$ cat src/rtl/axum_ctx_mover_if.sv
// Data-bus bundle between the context mover (master) and the memory system (slave).
// Latency: none, wires only.
// Backpressure: the slave stalls requests by withholding data_gnt_i and paces responses with data_rvalid_i.
interface axum_ctx_mover_if #(
  parameter int unsigned AddressWidth = 32,
  parameter int unsigned DataWidth    = 32
) ();
  logic                      data_req_o;
  logic                      data_gnt_i;
  logic [AddressWidth-1:0]   data_addr_o;
  logic                      data_we_o;
  logic [DataWidth/8-1:0]    data_be_o;
  logic [DataWidth-1:0]      data_wdata_o;
  logic                      data_rvalid_i;
  logic [DataWidth-1:0]      data_rdata_i;
  logic                      data_err_i;

  modport master (
    output data_req_o, data_addr_o, data_we_o, data_be_o, data_wdata_o,
    input  data_gnt_i, data_rvalid_i, data_rdata_i, data_err_i
  );

  modport slave (
    input  data_req_o, data_addr_o, data_we_o, data_be_o, data_wdata_o,
    output data_gnt_i, data_rvalid_i, data_rdata_i, data_err_i
  );
endinterface

$ cat src/rtl/axum_ctx_mover.sv
// Copies registers x1..x31 of one register context between the regfile map window and a memory save area.
// Latency: 4 cycles per register on a zero-wait bus, done_o 125 cycles after start_i.
// Backpressure: request fields held until data_gnt_i, one outstanding transaction; interrupt built only with AXUM_CTX_MOVER_IRQ_EN.
module axum_ctx_mover #(
  parameter int unsigned AddressWidth = 32,
  parameter int unsigned DataWidth    = 32,
  parameter logic [31:0] RfBase       = 32'h0002_0000
) (
  input  logic                    clk_i,
  input  logic                    rst_ni,
  input  logic                    start_i,
  input  logic                    dir_i,
  input  logic [1:0]              ctx_i,
  input  logic [1:0]              active_ctx_i,
  input  logic [AddressWidth-1:0] mem_base_i,
  output logic                    busy_o,
  output logic                    done_o,
  output logic                    err_o,
  output logic                    intr_o,
  input  logic                    intr_clr_i,
  axum_ctx_mover_if.master        bus
);

  localparam int unsigned BeWidth = DataWidth / 8;
  localparam logic [AddressWidth-1:0] RF_BASE = AddressWidth'(RfBase);

  typedef enum logic [2:0] {IDLE, RD_REQ, RD_WAIT, WR_REQ, WR_WAIT, FIN} state_e;

  state_e                  state_q;
  logic                    dir_q;
  logic [1:0]              ctx_q;
  logic [AddressWidth-1:0] base_q;
  logic [4:0]              idx_q;
  logic [DataWidth-1:0]    hold_q;
  logic                    busy_q;
  logic                    done_q;
  logic                    err_q;
  logic                    req_q;
  logic                    we_q;
  logic [BeWidth-1:0]      be_q;
  logic [AddressWidth-1:0] addr_q;

  logic [AddressWidth-1:0] base_in;
  logic                    enter_fin;
  logic [1:0]              unused_base_lsb;

  // Each context owns a 128-byte slice of the regfile window; word idx sits at idx*4.
  function automatic logic [AddressWidth-1:0] rf_addr(input logic [1:0] c, input logic [4:0] i);
    rf_addr = RF_BASE + AddressWidth'({c, 7'd0}) + AddressWidth'({i, 2'b00});
  endfunction

  function automatic logic [AddressWidth-1:0] mem_addr(input logic [AddressWidth-1:0] b,
                                                       input logic [4:0] i);
    mem_addr = b + AddressWidth'({i, 2'b00});
  endfunction

  // The save area is word aligned; the two low base bits are dropped.
  assign base_in         = {mem_base_i[AddressWidth-1:2], 2'b00};
  assign unused_base_lsb = mem_base_i[1:0];

  // Transitions that land in FIN: context clash at start, bus error, or last register written.
  always_comb begin
    enter_fin = 1'b0;
    case (state_q)
      IDLE:    enter_fin = start_i && (ctx_i == active_ctx_i);
      RD_WAIT: enter_fin = bus.data_rvalid_i && bus.data_err_i;
      WR_WAIT: enter_fin = bus.data_rvalid_i && (bus.data_err_i || (idx_q == 5'd31));
      default: enter_fin = 1'b0;
    endcase
  end

  // Transfer FSM; every bus output is a register updated on the transition that needs it.
  always_ff @(posedge clk_i or negedge rst_ni) begin
    if (!rst_ni) begin
      state_q <= IDLE;
      dir_q   <= 1'b0;
      ctx_q   <= '0;
      base_q  <= '0;
      idx_q   <= '0;
      hold_q  <= '0;
      busy_q  <= 1'b0;
      done_q  <= 1'b0;
      err_q   <= 1'b0;
      req_q   <= 1'b0;
      we_q    <= 1'b0;
      be_q    <= '0;
      addr_q  <= '0;
    end else begin
      done_q <= enter_fin;
      case (state_q)
        IDLE: begin
          if (start_i) begin
            dir_q  <= dir_i;
            ctx_q  <= ctx_i;
            base_q <= base_in;
            idx_q  <= 5'd1;
            busy_q <= 1'b1;
            if (ctx_i == active_ctx_i) begin
              // Moving the live context would corrupt it: fail without touching the bus.
              err_q   <= 1'b1;
              state_q <= FIN;
            end else begin
              err_q   <= 1'b0;
              req_q   <= 1'b1;
              we_q    <= 1'b0;
              addr_q  <= dir_i ? mem_addr(base_in, 5'd1) : rf_addr(ctx_i, 5'd1);
              state_q <= RD_REQ;
            end
          end
        end
        RD_REQ: begin
          if (bus.data_gnt_i) begin
            req_q   <= 1'b0;
            addr_q  <= '0;
            state_q <= RD_WAIT;
          end
        end
        RD_WAIT: begin
          if (bus.data_rvalid_i) begin
            if (bus.data_err_i) begin
              err_q   <= 1'b1;
              state_q <= FIN;
            end else begin
              hold_q  <= bus.data_rdata_i;
              req_q   <= 1'b1;
              we_q    <= 1'b1;
              be_q    <= '1;
              addr_q  <= dir_q ? rf_addr(ctx_q, idx_q) : mem_addr(base_q, idx_q);
              state_q <= WR_REQ;
            end
          end
        end
        WR_REQ: begin
          if (bus.data_gnt_i) begin
            req_q   <= 1'b0;
            we_q    <= 1'b0;
            be_q    <= '0;
            addr_q  <= '0;
            state_q <= WR_WAIT;
          end
        end
        WR_WAIT: begin
          if (bus.data_rvalid_i) begin
            if (bus.data_err_i) begin
              err_q   <= 1'b1;
              state_q <= FIN;
            end else if (idx_q == 5'd31) begin
              state_q <= FIN;
            end else begin
              idx_q   <= idx_q + 5'd1;
              req_q   <= 1'b1;
              addr_q  <= dir_q ? mem_addr(base_q, idx_q + 5'd1) : rf_addr(ctx_q, idx_q + 5'd1);
              state_q <= RD_REQ;
            end
          end
        end
        FIN: begin
          busy_q  <= 1'b0;
          state_q <= IDLE;
        end
        default: state_q <= IDLE;
      endcase
    end
  end

  assign busy_o           = busy_q;
  assign done_o           = done_q;
  assign err_o            = err_q;
  assign bus.data_req_o   = req_q;
  assign bus.data_we_o    = we_q;
  assign bus.data_be_o    = be_q;
  assign bus.data_addr_o  = addr_q;
  // Write data is only presented while a write request is on the bus.
  assign bus.data_wdata_o = (req_q && we_q) ? hold_q : '0;

`ifdef AXUM_CTX_MOVER_IRQ_EN
  logic intr_q;
  logic intr_d;

  // Completion sets the interrupt; a clear in the same cycle loses to the set.
  always_comb begin
    intr_d = intr_q;
    if (intr_clr_i) intr_d = 1'b0;
    if (enter_fin)  intr_d = 1'b1;
  end

  // Interrupt flag register.
  always_ff @(posedge clk_i or negedge rst_ni) begin
    if (!rst_ni) intr_q <= 1'b0;
    else         intr_q <= intr_d;
  end

  assign intr_o = intr_q;
`else
  logic unused_intr_clr;
  assign unused_intr_clr = intr_clr_i;
  assign intr_o          = 1'b0;
`endif

endmodule

$ cat src/flat_wrapper.sv
// flat-port wrapper written by rule: the top's interface ports become plain ports
module axum_ctx_mover_flat 
#(
  parameter int unsigned AddressWidth = 32,
  parameter int unsigned DataWidth    = 32,
  parameter logic [31:0] RfBase       = 32'h0002_0000
)
  (clk_i, rst_ni, start_i, dir_i, ctx_i, active_ctx_i, mem_base_i, busy_o, done_o, err_o, intr_o, intr_clr_i, bus_data_req_o, bus_data_addr_o, bus_data_we_o, bus_data_be_o, bus_data_wdata_o, bus_data_gnt_i, bus_data_rvalid_i, bus_data_rdata_i, bus_data_err_i);
  axum_ctx_mover_if #(.AddressWidth(AddressWidth), .DataWidth(DataWidth)) bus_i ();
  input  logic clk_i;
  input  logic rst_ni;
  input  logic start_i;
  input  logic dir_i;
  input  logic [1:0] ctx_i;
  input  logic [1:0] active_ctx_i;
  input  logic [AddressWidth-1:0] mem_base_i;
  output logic busy_o;
  output logic done_o;
  output logic err_o;
  output logic intr_o;
  input  logic intr_clr_i;
  output wire logic [$bits(bus_i.data_req_o)-1:0] bus_data_req_o;
  output wire logic [$bits(bus_i.data_addr_o)-1:0] bus_data_addr_o;
  output wire logic [$bits(bus_i.data_we_o)-1:0] bus_data_we_o;
  output wire logic [$bits(bus_i.data_be_o)-1:0] bus_data_be_o;
  output wire logic [$bits(bus_i.data_wdata_o)-1:0] bus_data_wdata_o;
  input wire logic [$bits(bus_i.data_gnt_i)-1:0] bus_data_gnt_i;
  input wire logic [$bits(bus_i.data_rvalid_i)-1:0] bus_data_rvalid_i;
  input wire logic [$bits(bus_i.data_rdata_i)-1:0] bus_data_rdata_i;
  input wire logic [$bits(bus_i.data_err_i)-1:0] bus_data_err_i;
  assign bus_data_req_o = bus_i.data_req_o;
  assign bus_data_addr_o = bus_i.data_addr_o;
  assign bus_data_we_o = bus_i.data_we_o;
  assign bus_data_be_o = bus_i.data_be_o;
  assign bus_data_wdata_o = bus_i.data_wdata_o;
  assign bus_i.data_gnt_i = bus_data_gnt_i;
  assign bus_i.data_rvalid_i = bus_data_rvalid_i;
  assign bus_i.data_rdata_i = bus_data_rdata_i;
  assign bus_i.data_err_i = bus_data_err_i;
  axum_ctx_mover #(.AddressWidth(AddressWidth), .DataWidth(DataWidth), .RfBase(RfBase)) u_core (.clk_i(clk_i), .rst_ni(rst_ni), .start_i(start_i), .dir_i(dir_i), .ctx_i(ctx_i), .active_ctx_i(active_ctx_i), .mem_base_i(mem_base_i), .busy_o(busy_o), .done_o(done_o), .err_o(err_o), .intr_o(intr_o), .intr_clr_i(intr_clr_i), .bus(bus_i));
endmodule
$ cat config.mk
export PLATFORM = sky130hd
export DESIGN_NAME = axum_ctx_mover_flat
export DESIGN_NICKNAME = d
export VERILOG_FILES = /design/src/rtl/axum_ctx_mover_if.sv /design/src/rtl/axum_ctx_mover.sv /design/src/flat_wrapper.sv
export SDC_FILE = /design/constraint.sdc
export NUM_CORES = 1
export LEC_CHECK = 0
export BUFFER_PORTS_ARGS = -buffer_cell sky130_fd_sc_hd__buf_2
export CAP_MARGIN = 20
export CORE_MARGIN = 2
export CORE_UTILIZATION = 43
export CTS_BUF_LIST = sky130_fd_sc_hd__clkbuf_8
export CTS_CLUSTER_DIAMETER = 40
export CTS_CLUSTER_SIZE = 28
export DETAILED_ROUTE_END_ITERATION = 6
export PLACE_DENSITY = 0.64
export SLEW_MARGIN = 10
export SYNTH_ARGS = -nofsm -noshare
export SYNTH_HDL_FRONTEND = slang
export SYNTH_SLANG_ARGS = --single-unit
export TNS_END_PERCENT = 5
$ cat constraint.sdc
create_clock -name clk_i -period 3.6 [get_ports clk_i]
set_input_delay 0 -clock clk_i [delete_from_list [all_inputs] [get_ports clk_i]]
set_output_delay 0 -clock clk_i [all_outputs]
set_load 0.005 [all_outputs]
# == Word level (Yosys, flattened, before mapping) ==
# Index checks and enable logic that the tools add are counted.
# word_totals
register_bits,114
inputBits,76
output_inout_bits,74
elab_cells,117
# classes
add_sub_neg,9
n_eq_ne,19
mux,52
n_bitwise,1
n_reduce_logical,23
# ops
operator,n
$mux 32,12
$add 32x7->32,4
$pmux 32 s4,1
$add 32x3->32 const B,2
$add 18x9->19 const A,2
$mux 3,9
$mux 5,4
$ne 2x2->1 const B,9
$mux 1,15
$pmux 3 s5,1
$mux 4,3
$pmux 5 s2,1
$reduce_and 5->1,2
$reduce_and 9->1,1
$pmux 4 s2,1
$reduce_and 4->1,2
$reduce_bool 2->1,4
$eq 3x2->1 const B,2
$eq 3x3->1 const B,2
$ne 2x1->1 const B,3
$pmux 1 s3,2
$reduce_and 6->1,1
$add 5x1->5 const B,1
$eq 5x5->1 const B,1
other kinds (13),19

# == Longest topological paths before layout ==
# logic_depth
depth_word,7
depth_mapped,10
depth_no_buf,10

# == Least setup slack after synthesis ==
# Ideal clock, no wire load.
# synth_path
kind,reg-to-reg
from,register u_core.idx_q[0]
to,register u_core.addr_q[16] (netlist: u_core.bus.data_addr_o[16])
setup_time_ns,0.135
arrival_ns,2.987
required_time_ns,3.465
setup_slack_ns,0.478
stages_incl_launch_ff,11
path_buffers,0
period_less_slack_ns,3.122
cell_sequence,dfrtp_1 > ha_1 > and3_1 > ha_1 > ha_1 > and4b_1 > a211oi_1 > nor3_1 > a221o_1 > a221oi_1 > o21ai_0
# synth_via
elab_chain_len,7
elab_cells_between_ends,16
cone_classes,5 x add/sub; 2 x eq/ne; 8 x mux; 1 x reduce/logical
# synth_rtl
element,line,rtl
"start, declared",axum_ctx_mover.sv:33,logic [4:0] idx_q;
"start signal, assigned",axum_ctx_mover.sv:150,idx_q <= idx_q + 5'd1;
$add 5x1->5,axum_ctx_mover.sv:152,"addr_q <= dir_q ? mem_addr(base_q, idx_q + 5'd1) : rf_addr(ctx_q, idx_q + 5'd1);"
$add 32x7->32 (on tied branches),"axum_ctx_mover.sv:49, axum_ctx_mover.sv:54",
$mux 32,axum_ctx_mover.sv:152,
$mux 32,axum_ctx_mover.sv:147,end else if (idx_q == 5'd31) begin
$mux 32,axum_ctx_mover.sv:144,if (bus.data_err_i) begin
$mux 32,axum_ctx_mover.sv:143,if (bus.data_rvalid_i) begin
$pmux 32 s4,axum_ctx_mover.sv:90,case (state_q)
"end signal, assigned",axum_ctx_mover.sv:106,"addr_q <= dir_i ? mem_addr(base_in, 5'd1) : rf_addr(ctx_i, 5'd1);"
"end signal, assigned",axum_ctx_mover.sv:128,"addr_q <= dir_q ? rf_addr(ctx_q, idx_q) : mem_addr(base_q, idx_q);"
"end signal, assigned",axum_ctx_mover.sv:152,
"end, declared",axum_ctx_mover.sv:41,logic [AddressWidth-1:0] addr_q;
# Several ways; a longest one is shown, not always the timed one. The select of a mux whose other input is x is not followed.
# A chain may end at the register's enable or synchronous reset.

# == Worst setup path after layout ==
# layout_path
from,register u_core.idx_q[0]
to,register u_core.addr_q[29] (netlist: u_core.bus.data_addr_o[29])
# Same word-level chain as after synthesis.

==> run metrics <==
# diodes 0; outcome finished clean; EDFF count, synth 0; initial antenna violation count 0; Initial DRT Pass Iterations 6; clock transition at the registers of the reported paths 0.11 ns; clock latency on the worst-skew pair 0.39 ns; max frequency 298 MHz; Port Buffers 143; Initial DRC Count 558; VDD IR max 0.288 mV; worst slew pin tran 0.874 ns; Synth Flop Type dfrtp_1; post-synthesis cell count 775; Cell Area, Synth 7050 µm²; commonest non-fill, non-tap cell in the layout buf_2; largest net degree at the start of global routing 70; DP HPWL 15.3 mm; Crit Path Category reg -> reg; area grow syn2layout 25.6%; Post-synth ARST share 100%; most frequent cells in the layout buf_2 (142), dfrtp_1 (109), nand2_1 (69); Synth cell types 64; nets@finish 1058; Post-CTS Setup Bufs 0; final worst-path cycle share 93.2%; number of CTS-inserted buffers 9; Vias 6760; # setup viols final 0; CTS tree done; post-synthesis sequential area ratio 38.7%; clock tree buffer depth 2; CTS H-tree depth 3; DR DRC count 0; Critical Path End Type flip-flop; Routability Congestion 0.972; Via density 5.70; io pins 150; HP Class in -> reg; critical path arrival 3.61 ns; vias in the first global route 6405; global-route wire length before repair 34.4 mm; Overall Power 6.29 mW; CP Launch Type flip-flop; hold_buf cts 68; final hold vios 0; Leak 4.01 nW; Final Max Slew Viols 0; Critical Path RT 3.86 ns; mean area per synthesized cell 9.09 µm²; WL/cell 18.1 µm; Max Cap Violations 0; Post-Route Skew 0.0168 ns; Core ar. 15900 µm²; Die Y 132 µm; peak fanout along the critical path 10; proportion of layout cells with a drive suffix above 1 26.1%; fin util 55.5%; # resized after CTS 0; Die Wd 132 µm; GRT Util Overall 24.6%; setup tns final 0 ns; power density over the cells 711 nW/µm²; GR Overflow Total 0; Max-slew headroom 41.7%; RSZ-0062 raised after global routing no; final wirelength 21.5 mm; clk root buf clkbuf_8; Min Clock Period, post-route 3.35 ns; post-route antenna net violation count 0; post-synthesis register bit count 109; Initial Utilization 44.2%; Syn. warnings 0; Rows 46; Num Clock Sinks 109; Die Area 17400 µm²
==> cell families after synthesis <==
| logic type | synth area share (%) |
|---|---|
| adder cells (fa/ha/maj) | 3.05 |
| other | 0.0532 |
| flip-flops | 38.7 |
| buffers and inverters | 4.15 |
| AO/OA/AOI/OAI | 15.4 |
| XOR/XNOR | 6.34 |
| AND/OR/NAND/NOR | 21.6 |
| multiplexers | 10.8 |
==> state kept, by name, indices dropped and copies added (netlist names) <==
name                    flops
u_core.hold_q              32
u_core.base_q              30
u_core.bus.data_addr_o     30
u_core.idx_q                5
u_core.state_q              3
u_core.ctx_q                2
u_core.bus.data_be_o        1
u_core.bus.data_req_o       1
u_core.bus.data_we_o        1
u_core.busy_o               1
u_core.dir_q                1
u_core.done_o               1
u_core.err_o                1
==> layer usage <==
| metal | up-vias | track usage [%] | share of wire, % |
|---|---|---|---|
| li1 | 3214 | - | - |
| met1 | 3220 | 35.0 | 47 |
| met2 | 294 | 37.8 | 44 |
| met3 | 32 | 4.23 | 7.8 |
| met4 | 0 | 8.57 | 2.1 |
| met5 | - | 0 | 0 |
==> path summary, 6_finish.rpt <==
path	from	endpoint	slack, ns	cells past startpoint
max	u_core.idx_q[0]	u_core.bus.data_addr_o[29]	0.25	9
min	bus_data_err_i	u_core.bus.data_we_o	0.04	3
max reg2reg	u_core.idx_q[0]	u_core.bus.data_addr_o[29]	0.25	9
min reg2reg	u_core.bus.data_addr_o[31]	u_core.bus.data_addr_o[31]	0.48	2
max in group asynchronous	rst_ni	u_core.base_q[31]	2.49	3
min in group asynchronous	rst_ni	u_core.hold_q[15]	0.27	2
==> worst max-delay path, stage by stage (launching register included) <==
cell	delay (ns)
dfrtp_1	0.46
ha_1	0.29
and3_1	0.20
ha_1	0.31
ha_1	0.34
nor2_1	0.61
nor2_1	0.19
a22oi_1	0.51
or4_1	0.22
a31oi_1	0.09
==> area by class of cell <==
class / count / area (µm²)
Tap cell: 216 / 270
Multi-Input combinational cell: 599 / 4040
Timing Repair Buffer: 231 / 1550
Fill cell: 1468 / 7090
Clock inverter: 7 / 75.1
Clock buffer: 9 / 124
Inverter: 16 / 60.1
Sequential cell: 109 / 2730
==> stage by stage <==
stage / hold WS, ns / area, µm² / worst slack, ns / instances
floorplan: -0.296 / 7050 / 0.478 / 777
global route: 0.0450 / 8850 / 0.111 / 1187
CTS: 0.0278 / 8850 / 0.357 / 1187
detailed placement: 0.174 / 7970 / 0.385 / 1103
finish: 0.0423 / 8850 / 0.246 / 1187
global placement: 0.167 / 7970 / 0.409 / 1103
==> Yosys cell counts, types with 3 or more instances <==
master / count / area [µm²]
a211oi_1: 5 / 37.5
a21o_1: 5 / 37.5
a21oi_1: 39 / 195
a221oi_1: 9 / 78.8
a22oi_1: 3 / 22.5
a31oi_1: 11 / 68.8
a32oi_1: 3 / 26.3
a41oi_1: 3 / 26.3
and2_1: 4 / 25.0
and3_1: 42 / 263
and4_1: 8 / 70.1
buf_1: 4 / 15.0
buf_2: 9 / 45.0
buf_4: 6 / 45.0
clkbuf_1: 34 / 128
dfrtp_1: 109 / 2730
ha_1: 14 / 175
inv_1: 16 / 60.1
mux2_2: 63 / 709
mux2i_1: 5 / 50.1
nand2_1: 69 / 259
nand2b_1: 6 / 37.5
nand3_1: 20 / 100
nand4_1: 16 / 100
nor2_1: 48 / 180
nor2b_1: 3 / 18.8
nor3_1: 31 / 155
nor4_1: 16 / 100
o21a_1: 3 / 22.5
o21ai_0: 56 / 280
o21ai_1: 3 / 15.0
o22a_1: 6 / 52.6
o22ai_1: 7 / 43.8
o31ai_1: 3 / 22.5
or2_2: 3 / 18.8
or3_1: 5 / 31.3
or4_1: 3 / 22.5
or4b_1: 3 / 30.0
xnor2_1: 26 / 228
xor2_1: 25 / 219
==> report_power, final <==
group          internal (mW)  switching (mW)  leakage (nW)
clock                  0.326           0.445         0.104
combinational           1.43            1.69          2.56
sequential              1.78           0.626          1.34
total                   3.53            2.76          4.01
Note: power is estimated with default switching activity, not from simulation.
